===== src/rtl/proj_pkg.sv =====
// Shared types and default constants for the projectile engine.
package proj_pkg;

    // Direction of travel. It is latched at launch and never follows later facing changes.
    typedef enum logic {
        LEFT  = 1'b0,
        RIGHT = 1'b1
    } dir_t;

    // Coordinate storage inside the slot struct is sized for the widest supported COORD_W.
    // Each slot only ever writes its low COORD_W bits.
    localparam int MAX_COORD_W = 16;

    localparam int DEF_COORD_W    = 10;
    localparam int DEF_SPEED      = 5;
    localparam int DEF_COOLDOWN   = 16;
    localparam int DEF_MUZZLE_OFS = 40;
    localparam int DEF_Y_LAUNCH   = 340;
    localparam int DEF_X_MAX      = 639;

    // State of one projectile slot. An inactive slot holds all zeros.
    typedef struct packed {
        logic                   active;
        dir_t                   dir;
        logic [MAX_COORD_W-1:0] x;
        logic [MAX_COORD_W-1:0] y;
    } proj_slot_t;

endpackage


===== src/rtl/projectile_slot.sv =====
// One projectile slot: load at launch, per-frame motion, edge despawn, clear on hit.
module projectile_slot
    import proj_pkg::*;
#(
    parameter int COORD_W = DEF_COORD_W,
    parameter int SPEED   = DEF_SPEED,
    parameter int X_MAX   = DEF_X_MAX
) (
    input  logic               frame_clk,
    input  logic               Reset_n,
    input  logic               clear,
    input  logic               load,
    input  logic [COORD_W-1:0] load_x,
    input  logic [COORD_W-1:0] load_y,
    input  logic               load_dir,
    input  logic               hit,
    output logic               active,
    output logic               dir,
    output logic [COORD_W-1:0] x,
    output logic [COORD_W-1:0] y
);

    // One extra bit so that an underflow or overflow of the x coordinate can be seen.
    localparam int EXT_W = COORD_W + 1;

    proj_slot_t       slot_q;
    proj_slot_t       slot_d;
    logic [EXT_W-1:0] x_ext;
    logic [EXT_W-1:0] x_moved;
    logic             off_screen;

    // Next state: start-screen clear, then hit, then motion/despawn; an idle slot may load.
    always_comb begin
        // NOTE: every combinational output gets a default first so no path can infer a latch.
        slot_d     = slot_q;
        x_ext      = EXT_W'(slot_q.x);
        x_moved    = (slot_q.dir == RIGHT) ? x_ext + EXT_W'(SPEED) : x_ext - EXT_W'(SPEED);
        off_screen = x_moved[COORD_W] || (x_moved > EXT_W'(X_MAX));

        if (clear) begin
            slot_d = '0;
        end else if (slot_q.active) begin
            if (hit || off_screen) begin
                slot_d = '0;
            end else begin
                slot_d.x = MAX_COORD_W'(x_moved[COORD_W-1:0]);
            end
        end else if (load) begin
            // A hit on an idle slot is ignored, so it cannot block a launch.
            slot_d.active = 1'b1;
            slot_d.dir    = dir_t'(load_dir);
            slot_d.x      = MAX_COORD_W'(load_x);
            slot_d.y      = MAX_COORD_W'(load_y);
        end
    end

    // Slot state register, cleared asynchronously on reset.
    always_ff @(posedge frame_clk or negedge Reset_n) begin
        // NOTE: registers use non-blocking assignments so every flop samples pre-edge values.
        if (!Reset_n) begin
            slot_q <= '0;
        end else begin
            slot_q <= slot_d;
        end
    end

    assign active = slot_q.active;
    assign dir    = slot_q.dir;
    assign x      = COORD_W'(slot_q.x);
    assign y      = COORD_W'(slot_q.y);

endmodule


===== src/rtl/projectile_engine.sv =====
// Projectile manager: per-player fire edge detection, cooldown and slot allocation over a
// players-by-slots array of projectile_slot instances.
module projectile_engine
    import proj_pkg::*;
#(
    parameter int NUM_PLAYERS = 2,
    parameter int SLOTS       = 2,
    parameter int COORD_W     = DEF_COORD_W,
    parameter int SPEED       = DEF_SPEED,
    parameter int COOLDOWN    = DEF_COOLDOWN,
    parameter int MUZZLE_OFS  = DEF_MUZZLE_OFS,
    parameter int Y_LAUNCH    = DEF_Y_LAUNCH,
    parameter int X_MAX       = DEF_X_MAX
) (
    input  logic                                 frame_clk,
    input  logic                                 Reset_n,
    input  logic                                 enable,
    input  logic [NUM_PLAYERS-1:0]               shoot,
    input  logic [NUM_PLAYERS-1:0]               facing_right,
    input  logic [NUM_PLAYERS*COORD_W-1:0]       sprite_x,
    input  logic [NUM_PLAYERS*SLOTS-1:0]         hit,
    output logic [NUM_PLAYERS*SLOTS-1:0]         proj_active,
    output logic [NUM_PLAYERS*SLOTS*COORD_W-1:0] proj_x,
    output logic [NUM_PLAYERS*SLOTS*COORD_W-1:0] proj_y,
    output logic [NUM_PLAYERS*SLOTS-1:0]         proj_dir,
    output logic [NUM_PLAYERS-1:0]               fire_event
);

    localparam int EXT_W = COORD_W + 1;
    localparam int CD_W  = (COOLDOWN > 0) ? $clog2(COOLDOWN + 1) : 1;
    localparam logic [CD_W-1:0]    CD_LOAD  = CD_W'(COOLDOWN);
    localparam logic [COORD_W-1:0] LAUNCH_Y = COORD_W'(Y_LAUNCH);

    logic [NUM_PLAYERS-1:0]       shoot_q;
    logic [NUM_PLAYERS-1:0]       rise;
    logic [NUM_PLAYERS-1:0]       fire_req;
    logic [NUM_PLAYERS-1:0]       fire_ok;
    logic [NUM_PLAYERS*SLOTS-1:0] load;
    logic [EXT_W-1:0]             launch_ext [NUM_PLAYERS];
    logic [CD_W-1:0]              cooldown   [NUM_PLAYERS];

    assign rise = shoot & ~shoot_q;

    // Launch position, fire acceptance and lowest-free-slot allocation for each player.
    always_comb begin
        load     = '0;
        fire_req = '0;
        fire_ok  = '0;
        for (int p = 0; p < NUM_PLAYERS; p++) begin
            if (facing_right[p]) begin
                launch_ext[p] = {1'b0, sprite_x[p*COORD_W +: COORD_W]} + EXT_W'(MUZZLE_OFS);
            end else if ({1'b0, sprite_x[p*COORD_W +: COORD_W]} < EXT_W'(MUZZLE_OFS)) begin
                launch_ext[p] = '0;
            end else begin
                launch_ext[p] = {1'b0, sprite_x[p*COORD_W +: COORD_W]} - EXT_W'(MUZZLE_OFS);
            end

            fire_req[p] = enable && rise[p] && (cooldown[p] == '0) &&
                          (launch_ext[p] <= EXT_W'(X_MAX));

            // Slot occupancy is judged on the registered (pre-edge) active flags.
            for (int s = 0; s < SLOTS; s++) begin
                if (fire_req[p] && !fire_ok[p] && !proj_active[p*SLOTS+s]) begin
                    load[p*SLOTS+s] = 1'b1;
                    fire_ok[p]      = 1'b1;
                end
            end
        end
    end

    // Edge-detect history, fire pulse and per-player cooldown counters.
    always_ff @(posedge frame_clk or negedge Reset_n) begin
        if (!Reset_n) begin
            shoot_q    <= '0;
            fire_event <= '0;
            // NOTE: this small counter array is reset explicitly because zero means "may fire".
            for (int p = 0; p < NUM_PLAYERS; p++) begin
                cooldown[p] <= '0;
            end
        end else begin
            // shoot_q tracks shoot even on the start screen so a held button never fires later.
            shoot_q <= shoot;
            if (!enable) begin
                fire_event <= '0;
                for (int p = 0; p < NUM_PLAYERS; p++) begin
                    cooldown[p] <= '0;
                end
            end else begin
                fire_event <= fire_ok;
                for (int p = 0; p < NUM_PLAYERS; p++) begin
                    if (fire_ok[p]) begin
                        cooldown[p] <= CD_LOAD;
                    end else if (cooldown[p] != '0) begin
                        cooldown[p] <= cooldown[p] - CD_W'(1);
                    end
                end
            end
        end
    end

    for (genvar p = 0; p < NUM_PLAYERS; p++) begin : g_player
        for (genvar s = 0; s < SLOTS; s++) begin : g_slot
            localparam int IDX = p * SLOTS + s;

            projectile_slot #(
                .COORD_W (COORD_W),
                .SPEED   (SPEED),
                .X_MAX   (X_MAX)
            ) u_slot (
                .frame_clk (frame_clk),
                .Reset_n   (Reset_n),
                .clear     (!enable),
                .load      (load[IDX]),
                .load_x    (launch_ext[p][COORD_W-1:0]),
                .load_y    (LAUNCH_Y),
                .load_dir  (facing_right[p]),
                .hit       (hit[IDX]),
                .active    (proj_active[IDX]),
                .dir       (proj_dir[IDX]),
                .x         (proj_x[IDX*COORD_W +: COORD_W]),
                .y         (proj_y[IDX*COORD_W +: COORD_W])
            );
        end
    end

endmodule


===== config.mk =====
export PLATFORM = sky130hd
export DESIGN_NAME = projectile_engine
export DESIGN_NICKNAME = d
export VERILOG_FILES = /design/src/rtl/proj_pkg.sv /design/src/rtl/projectile_slot.sv /design/src/rtl/projectile_engine.sv
export SDC_FILE = /design/constraint.sdc
export NUM_CORES = 1
export LEC_CHECK = 0
export CAP_MARGIN = 10
export CELL_PAD_IN_SITES_DETAIL_PLACEMENT = 1
export CELL_PAD_IN_SITES_GLOBAL_PLACEMENT = 1
export CORE_AREA = 4 4 115 138
export DETAILED_ROUTE_END_ITERATION = 6
export DIE_AREA = 0 0 119 142
export PLACE_DENSITY_LB_ADDON = 0.1
export SYNTH_ARGS = -nofsm -noshare
export SYNTH_HDL_FRONTEND = slang
export SYNTH_SLANG_ARGS = --single-unit

===== constraint.sdc =====
create_clock -name frame_clk -period 6.51 [get_ports frame_clk]
set_input_delay 1.302 -clock frame_clk [delete_from_list [all_inputs] [get_ports frame_clk]]
set_output_delay 1.302 -clock frame_clk [all_outputs]
set_load 0.005 [all_outputs]

== Word level (Yosys, flattened, before mapping) ==
Cells that the tools add are included.

* Latch bits: 0
* Register bits: 106
* Bits in read-only memories: 0
* Word-level logic and storage cells: 132
* Memories: 0
* RAM bits: 0

* Shifts and indexed selects: 0
* Eq/ne operators: 10
* Divide/modulo/power cells: 0
* Multiply operators: 0
* Reductions and logical operators: 34
* Magnitude comparators: 8
* Muxes and demuxes: 44
* Bitwise logic cells: 2
* Add/sub/neg operators: 14

{| class="wikitable"
|+ Operators by type and width
! kind !! count
|-
| $mux W34 || 12
|-
| $mux W11 || 8
|-
| $mux W16 || 4
|-
| $mux W10 || 5
|-
| $add A11 B3 Y11 const B || 4
|-
| $gt A11 B10 Y1 const B || 4
|-
| $sub A11 B3 Y11 const B || 4
|-
| $add A10 B6 Y11 const B || 2
|-
| $le A11 B10 Y1 const B || 2
|-
| $sub A10 B6 Y11 const B || 2
|-
| $lt A10 B6 Y1 const B || 2
|-
| $mux W5 || 4
|-
| $ne A3 B1 Y1 const B || 6
|-
| $logic_and A1 B1 Y1 || 12
|-
| $ne A3 B3 Y1 const B || 4
|-
| $logic_not A5 Y1 || 2
|-
| $mux W2 || 5
|-
| $reduce_bool A5 Y1 || 2
|-
| $sub A5 B1 Y5 const B || 2
|-
| $logic_or A1 B1 Y1 || 8
|-
| $reduce_and A2 Y1 || 4
|-
| $logic_not A1 Y1 || 6
|-
| $mux W1 || 6
|-
| $and A2 B2 Y2 || 1
|-
| $not A2 Y2 || 1
|}

== Depth between registers and ports, before layout ==
Gate-level depths: netlist (run 1).

* Depth in word-level cells: 14
* Mapped depth: 12

== Cells and area by module ==
Synthesis (run 1) repeated with hierarchy kept, for this count alone.

* Cell total of the unflattened synthesis: 858
* Area, all modules: 8161.6 um^2

{| class="wikitable"
|+ Modules (own cells, without submodules)
! module !! cells an instance !! area an instance (um^2) !! instances !! sequential area each (um^2)
|-
| projectile_slot (g_player[0].g_slot[0].u_slot ...) || 165 || 1649.1 || 3 || 550.5
|-
| projectile_slot (g_player[1].g_slot[0].u_slot) || 164 || 1640.3 || 1 || 550.5
|-
| projectile_engine || 199 || 1574.0 || 1 || 350.3
|}

== Worst setup path before layout (run 1) ==
OpenSTA, ideal clock, no wires.

* Kind: input to register
* From: input port sprite_x[13]
* To: register g_player[1].g_slot[1].u_slot.slot_q, in the netlist g_player[1].g_slot[1].u_slot.x[7]
* Path slack: 2.955 ns
* Path buffers: 2
* Required time: 6.389 ns
* Library setup time: 0.121 ns
* Data arrival time: 3.434 ns
* Stages: 12
* Cells stage by stage: inv_1 -> ha_1 -> nor2b_1 -> nor3_1 -> a222oi_1 -> o311ai_1 -> a211o_1 -> buf_6 -> nor3b_4 -> buf_6 -> nand2_1 -> a22o_1

* Word-level cells in the longest chain between the ends: 12
* Elaborated cells on any way between the ends: 17
* Classes of those cells: add/sub (2); order compare (2); eq/ne (1); mux (7); reduce/logical (5)

{| class="wikitable"
|+ RTL lines
! element !! RTL line !! RTL
|-
| start: declaration || projectile_engine.sv:20 || <nowiki>input logic [NUM_PLAYERS*COORD_W-1:0] sprite_x,</nowiki>
|-
| $sub A10 B6 Y11 / $lt A10 B6 Y1 (equally long branches) || projectile_engine.sv:55, projectile_engine.sv:52 ||
|-
| $mux W11 || projectile_engine.sv:52 || <nowiki>end else if ({1'b0, sprite_x[p*COORD_W +: COORD_W]} < EXT_W'(MUZZLE_OFS)) begin</nowiki>
|-
| $mux W11 (*) || projectile_engine.sv:50 || <nowiki>if (facing_right[p]) begin</nowiki>
|-
| $le A11 B10 Y1 || projectile_engine.sv:59 || <nowiki>(launch_ext[p] <= EXT_W'(X_MAX));</nowiki>
|-
| $logic_and A1 B1 Y1 || projectile_engine.sv:58 || <nowiki>fire_req[p] = enable && rise[p] && (cooldown[p] == '0) &&</nowiki>
|-
| $logic_and A1 B1 Y1 || projectile_engine.sv:63 || <nowiki>if (fire_req[p] && !fire_ok[p] && !proj_active[p*SLOTS+s]) begin</nowiki>
|-
| $mux W1 || projectile_engine.sv:63 ||
|-
| $logic_not A1 Y1 || projectile_engine.sv:63 ||
|-
| $logic_and A1 B1 Y1 (2 in series) || projectile_engine.sv:63 ||
|-
| $mux W1 || projectile_engine.sv:63 ||
|-
| $ne A3 B1 Y1 (no source line) || - ||
|-
| end signal: assignment || projectile_slot.sv:63 || <nowiki>slot_q <= slot_d;</nowiki>
|-
| end: declaration || projectile_slot.sv:26 || <nowiki>proj_slot_t slot_q;</nowiki>
|}

Every way passes the cells marked *; elsewhere a longest branch is shown, timed or not. The select of a mux whose other input is x is not followed.
A chain may end at the register's enable or synchronous reset.

== Worst setup path in the final report (run 1) ==
* From: input port sprite_x[13]
* To: register g_player[1].g_slot[1].u_slot.slot_q, in the netlist g_player[1].g_slot[1].u_slot.x[0]

Same word-level chain as after synthesis.

==> results.ini, run 1 <==
[logic_synthesis]
synth_seq_area_share_pct=27.54
synthMuxAreaShare_pct=1.732
syn_avg_cell_area_um2=8.446
yosys.area_share.simple_pct=19.36
yosysWarnings=0
postSynth.asyncResetShare_pct=100.0
synth_cell_types=74
synth_top_area_share_pct=27.54
synth_edf_count=0
synth_xor_area_share_pct=5.112
synthFlopType=dfrtp_1
syn_inst=710
netlist_area_um2=5997
ys_ff_latch=66
synth-adder-area-share_pct=10.93
yosys-top-cells-area=dfrtp_1 (28%), ha_1 (9.6%), buf_4 (5.8%)
synth_top_family_by_area=compound AO/OA/AOI/OAI gates
synth_compound_area_share_pct=25.45
synth_top_cell_by_area=dfrtp_1

[die]
core_area_um2=14470
io_pins=121
dieArea_um2=16900
rows=48
die_x_um=119
initial_core_util_pct=41.43
die_h_um=142

[detailed_routing]
drtAntennaViolNets=0
drc_errors=0
vias_per_cell=5.679
wl_um=18010
drtIter0Drc=245
firstDrtPassIters=4
num_vias=5537
wl_per_cell_um=18.47

[run]
drv_cap=0

[grt]
grt_pass1_wl_um=29410
track_usage_pct=20.98
grt_max_degree=67
grt-ovfl-total=0
grt_pass1_vias=5840
antenna_found_initial=0

[placed_design]
place_hpwl_um=14070
port-buffer-count=96
gp_congestion=0.8184
place_worst_setup_slack_ns=1.432
placed_area_um2=6844

[clock_network]
clkLatencyLatePin_ns=0.33
clk_path_buf_depth=2
path_clk_slew_ns=0.05
htreeDepth=3
cts_tree=built
cts_resized=0
root_buffer=clkbuf_16
cts_buffers=9
clock-sinks=66
cts_hold_buf=0
post_cts_buffers=0

[sta]
slew_headroom_pct=29.00
fin_crit_sh_pct=73.18
hold_viol_final=0
grt_setup_unrepaired=false
finalWorstSetupSlack_ns=1.746
final.min_clock_period_ns=4.764
finalSetupTns_ns=0
drv_slew=0
whs_ns=0.5436
tightestPinTransition_ns=1.050
skew_ns=0.006795
finalSetupViolations=0
fmax_mhz=209.9

[power]
seq_power_share_pct=31.3
pwr-share-clk_pct=30.5
ir_drop_mv=0.1403
p_sw_uw=567.4
powerDensity_nw_per_um2=223.6
internal_power_mw=1.029
power_switching_share_pct=35.55
combPwrFrac_pct=38.2
p_leak_nw=3.035

[critical_path]
crit_cells=11
crit_start=sprite_x[13]
r2r-end=g_player[1].g_slot[1].u_slot.x[3]$_DFFE_PN0P_
timing.rr.start=g_player[1].g_slot[1].u_slot.dir$_DFFE_PN0P_
worst_path_max_delay_cell=nor3b_4
critical_path.max_stage_delay_ns=0.70
worstSetupEndpointType=flip-flop
cp.required_ns=6.76
path_class=input port to flip-flop
worstPathArrival_ns=5.01
r2r_setup_slack_ns=2.79
crit_family=compound AO/OA/AOI/OAI gates
critPathMaxFanout=23
crit_chain=clkdlybuf4s50_1, inv_1, ha_1, nor2b_1, nor3_1, a222oi_1, o311ai_1, a211o_1, nor3b_4, mux2_2, o21ai_0
startpoint_type=input port
crit_end=g_player[1].g_slot[1].u_slot.x[0]$_DFFE_PN0P_
critPathBufInv=2
reg2regPathDepth=10

[cells_and_area]
seq_area_um2=1652
layout.nets=852
insertedDiodeCount=0
area_delta_synth_final_pct=19.03
post-route-util_pct=49.32
layout_commonest_cell=clkdlybuf4s50_1
layout-drive-gt1-share_pct=5.161
multi_input_area_um2=3844
mostFrequentLayoutCells=clkdlybuf4s50_1 (95), nand2_1 (67), dfrtp_1 (66)
fillers=1730
design_area_um2=7138

[status]
outcome=finished clean

[hold_path]
hold_depth=1
min_from=cooldown[9]$_DFFE_PN0P_
hold_path_class=flip-flop to flip-flop

==> cell families after synthesis <==
| family | Yosys count |
|---|---|
| xor+xnor | 35 |
| other cells | 1 |
| buf+inv | 104 |
| flops | 66 |
| mux | 10 |
| simple gates | 231 |
| compound gates | 213 |
| fa+ha+maj | 50 |
==> area by class of cell <==
class,count,share of cell area (%)
clock buffer,10,3.348
clock inverter,5,0.7713
inverter,32,1.683
multi-input combinational,563,53.85
sequential,66,23.14
tap,200,3.506
timing repair buffer,99,13.71
==> per-layer routing <==
| metal | GRT usage (%) | vias to the layer above | wire (um) |
|---|---|---|---|
| met5 | 0 | - | 0 |
| met4 | 4.942 | 0 | 306 |
| met3 | 3.380 | 22 | 622 |
| met2 | 39.39 | 124 | 9578 |
| met1 | 25.01 | 2715 | 7499 |
| li1 | - | 2676 | - |
==> cells in the mapped netlist (4+ instances only) <==
master / count
clkbuf_1: 16
inv_1: 32
or3_1: 5
o41ai_1: 4
and2_1: 5
nand2b_1: 14
a21oi_1: 31
o21ai_0: 35
o21a_1: 13
nor4b_1: 4
or2_2: 8
ha_1: 46
xnor2_1: 15
buf_2: 8
dfrtp_1: 66
nor3_1: 18
o21bai_1: 6
buf_4: 46
nand3_1: 17
o211ai_1: 5
a22o_1: 4
nand3b_1: 4
fa_1: 4
a31oi_1: 7
a221o_1: 5
a211oi_1: 12
a21o_1: 13
xor2_1: 20
or4_1: 4
o311ai_0: 5
o22ai_1: 7
o221ai_1: 22
nor2_1: 55
o31ai_1: 6
mux2i_1: 7
nand2_1: 67
nor2b_1: 9
nand4b_1: 4
==> state kept, by name (all words and copies together) (netlist names) <==
register	flops
shoot_q	2
g_player.g_slot.u_slot.x	40
g_player.g_slot.u_slot.active	4
g_player.g_slot.u_slot.dir	4
fire_event	2
cooldown	10
g_player.g_slot.u_slot.y	4
==> worst min path at each step <==
stage	slack [ns]	to
2_1_floorplan	0.49	cooldown[9]$_DFFE_PN0P_
5_1_grt	0.56	cooldown[9]$_DFFE_PN0P_
3_5_place_dp	0.53	g_player[1].g_slot[0].u_slot.x[2]$_DFFE_PN0P_
6_report	0.54	cooldown[9]$_DFFE_PN0P_
4_1_cts	0.55	g_player[1].g_slot[0].u_slot.x[2]$_DFFE_PN0P_
3_3_place_gp	0.51	cooldown[9]$_DFFE_PN0P_
==> power by group through the flow <==
| stage | registers [mW] | clock network [mW] | logic, mW |
|---|---|---|---|
| 2_1_floorplan | 0.490 | 0 | 0.449 |
| 3_3_place_gp | 0.502 | 0 | 0.587 |
| 3_5_place_dp | 0.506 | 0 | 0.610 |
| 4_1_cts | 0.499 | 0.497 | 0.615 |
| 5_1_grt | 0.505 | 0.520 | 0.681 |
| 6_report | 0.499 | 0.487 | 0.609 |
==> through the flow <==
stage | cells | power, mW
3_5_place_dp | 960 | 1.116
5_1_grt | 975 | 1.706
4_1_cts | 975 | 1.612
3_3_place_gp | 960 | 1.089
2_1_floorplan | 733 | 0.9393
6_report | 975 | 1.596
Note: power is estimated with default switching activity, not from simulation.
==> inputs of run 2 (changes only) <==
- CORE_AREA: 4 4 115 138 -> 4 4 123 149
- DIE_AREA: 0 0 119 142 -> 0 0 127 153
- clock period: 6.51 -> 4.3 ns (I/O delays scaled with it)
==> results.ini, run 2 (same netlist as run 1, synthesis figures left out) <==
[hold_path]
hold_path_class=flip-flop to flip-flop  ; unchanged
hold_depth=1  ; unchanged
min_from=cooldown[9]$_DFFE_PN0P_  ; unchanged
holdPathEnd=cooldown[9]$_DFFE_PN0P_  ; unchanged

[critical_path]
path_class=input port to flip-flop  ; unchanged
cp.required_ns=4.51  ; was 6.76 ns
timing.rr.start=g_player[1].g_slot[1].u_slot.dir$_DFFE_PN0P_  ; unchanged
r2r_setup_slack_ns=0.77  ; was 2.79 ns
reg2regPathDepth=9  ; was 10
critPathMaxFanout=21  ; was 23
worstPathArrival_ns=4.04  ; was 5.01 ns
r2r-end=g_player[1].g_slot[1].u_slot.x[6]$_DFFE_PN0P_  ; was g_player[1].g_slot[1].u_slot.x[3]$_DFFE_PN0P_
worstSetupEndpointType=flip-flop  ; unchanged
startpoint_type=input port  ; unchanged
crit_start=sprite_x[13]  ; unchanged

[detailed_routing]
firstDrtPassIters=4  ; unchanged
wl_per_cell_um=18.48  ; was 18.47 um
num_vias=5558  ; was 5537
drc_errors=0  ; unchanged
wl_um=18600  ; was 18010 um
vias_per_cell=5.525  ; was 5.679
drtIter0Drc=315  ; was 245
drtAntennaViolNets=0  ; unchanged

[clock_network]
clkLatencyLatePin_ns=0.33  ; about the same
cts_hold_buf=0  ; unchanged
cts_resized=0  ; unchanged
cts_tree=built  ; unchanged
path_clk_slew_ns=0.06  ; was 0.05 ns
htreeDepth=3  ; unchanged
cts_buffers=9  ; unchanged
clock-sinks=66  ; unchanged
post_cts_buffers=0  ; unchanged
clk_path_buf_depth=2  ; unchanged
root_buffer=clkbuf_16  ; unchanged

[cells_and_area]
layout.nets=866  ; was 852
fillers=1997  ; was 1730
layout_commonest_cell=clkdlybuf4s50_1  ; unchanged
layout-drive-gt1-share_pct=6.709  ; was 5.161%
area_delta_synth_final_pct=20.95  ; was 19.03%
seq_area_um2=1652  ; unchanged
post-route-util_pct=43.21  ; was 49.32%
largest_reg_flops=40  ; unchanged
insertedDiodeCount=0  ; unchanged
multi_input_area_um2=3844  ; unchanged
mostFrequentLayoutCells=clkdlybuf4s50_1 (95), nand2_1 (67), dfrtp_1 (66)  ; unchanged

[die]
io_pins=121  ; unchanged
initial_core_util_pct=35.73  ; was 41.43%
core_area_um2=16790  ; was 14470 um2
die_x_um=127  ; was 119 um
die_h_um=153  ; was 142 um
dieArea_um2=19430  ; was 16900 um2
rows=52  ; was 48

[placed_design]
place_worst_setup_slack_ns=0.1691  ; was 1.432 ns
gp_congestion=0.9476  ; was 0.8184
port-buffer-count=96  ; unchanged
place_hpwl_um=14660  ; was 14070 um

[grt]
grt_use_met2_pct=34.23  ; was 39.39%
grt-ovfl-total=0  ; unchanged
track_usage_pct=19.07  ; was 20.98%
antenna_found_initial=0  ; unchanged
grt_util_met1_pct=23.38  ; was 25.01%
met3_usage_pct=3.106  ; was 3.380%
grt_pass1_vias=5911  ; was 5840
grt.busiest_layer=met2  ; unchanged
grt_max_degree=36  ; was 67
grt_pass1_wl_um=30710  ; was 29410 um

[sta]
skew_ns=0.007826  ; was 0.006795 ns
fmax_mhz=261.1
slew_headroom_pct=38.81  ; was 29.00%
final.min_clock_period_ns=3.830
finalSetupViolations=0  ; unchanged
drv_slew=0  ; unchanged
fin_crit_sh_pct=89.07
tightestPinTransition_ns=0.9178  ; was 1.050 ns
grt_setup_unrepaired=false  ; unchanged
hold_viol_final=0  ; unchanged
finalWorstSetupSlack_ns=0.4700  ; was 1.746 ns
finalSetupTns_ns=0  ; unchanged

[power]
ir_drop_mv=0.1575  ; was 0.1403 mV
power_switching_share_pct=35.37  ; was 35.55%
seq_power_share_pct=31.0  ; was 31.3%
pwr-share-clk_pct=29.1  ; was 30.5%
combPwrFrac_pct=39.9  ; was 38.2%
p_sw_uw=851.5  ; was 567.4 uW
powerDensity_nw_per_um2=331.9  ; was 223.6 nW/um2
internal_power_mw=1.556  ; was 1.029 mW
p_leak_nw=3.106  ; was 3.035 nW

[status]
outcome=finished clean  ; unchanged

[run]
drv_cap=0  ; unchanged

## run 2: cell count changes in the layout (fill, tap and decap cells not counted), sizes merged
cell | before | now
clkinvlp | 2 | 0
clkbuf | 10 | 14
buf | 4 | 18
bufinv | 1 | 0
## run 2: through the flow
stage / area (um2) / hold slack (ns) / power, mW / std cells
detailed placement: 6969 / 0.5162 / 1.721 / 990
CTS: 7253 / 0.5288 / 2.442 / 1006
finish: 7253 / 0.5294 / 2.408 / 1006
global route: 7253 / 0.5440 / 2.591 / 1006
global placement: 6969 / 0.5070 / 1.680 / 990
floorplan: 6083 / 0.4912 / 1.422 / 733
## run 2: final cells by class
cell class              count  area share, %
clock buffers              14          3.778
clock inverters             2         0.1380
inverters                  32          1.656
multi-input cells         563          52.99
flip-flops and latches     66          22.77
well taps                 216          3.726
repair buffers            113          14.94
## run 2: power groups by stage
stage | Combinational [mW] | Sequential (mW) | Clock, mW
after CTS | 0.972 | 0.748 | 0.722
after global routing | 1.08 | 0.758 | 0.751
after global placement | 0.926 | 0.753 | 0
after detailed placement | 0.963 | 0.758 | 0
after floorplan | 0.680 | 0.742 | 0
final | 0.961 | 0.747 | 0.700
## run 2: worst max-delay path, cell delays in order
cell	delay, ns
clkdlybuf4s50_1	0.63
inv_1	0.11
ha_1	0.26
nor2b_1	0.20
nor3_1	0.11
a222oi_1	0.41
o311ai_1	0.17
a211o_1	0.46
nor3b_4	0.27
buf_4	0.27
o22ai_1	0.09
a22o_1	0.19
## run 2: worst max-delay path by stage
stage	cells after the start	endpoint	slack [ns]
2_1_floorplan	12	g_player[1].g_slot[1].u_slot.x[7]$_DFFE_PN0P_	1.19
3_3_place_gp	12	g_player[1].g_slot[1].u_slot.dir$_DFFE_PN0P_	0.35
3_5_place_dp	12	g_player[1].g_slot[1].u_slot.dir$_DFFE_PN0P_	0.17
4_1_cts	12	g_player[1].g_slot[1].u_slot.dir$_DFFE_PN0P_	0.50
5_1_grt	11	g_player[0].g_slot[1].u_slot.dir$_DFFE_PN0P_	0.26
6_report	12	g_player[1].g_slot[1].u_slot.dir$_DFFE_PN0P_	0.47
## run 2: per-layer routing
metal  up-vias  part of all wire, %
met5         -                    0
met4         0                  2.1
met1      2706                   43
li1       2708                    -
met2       120                   52
met3        24                  3.6
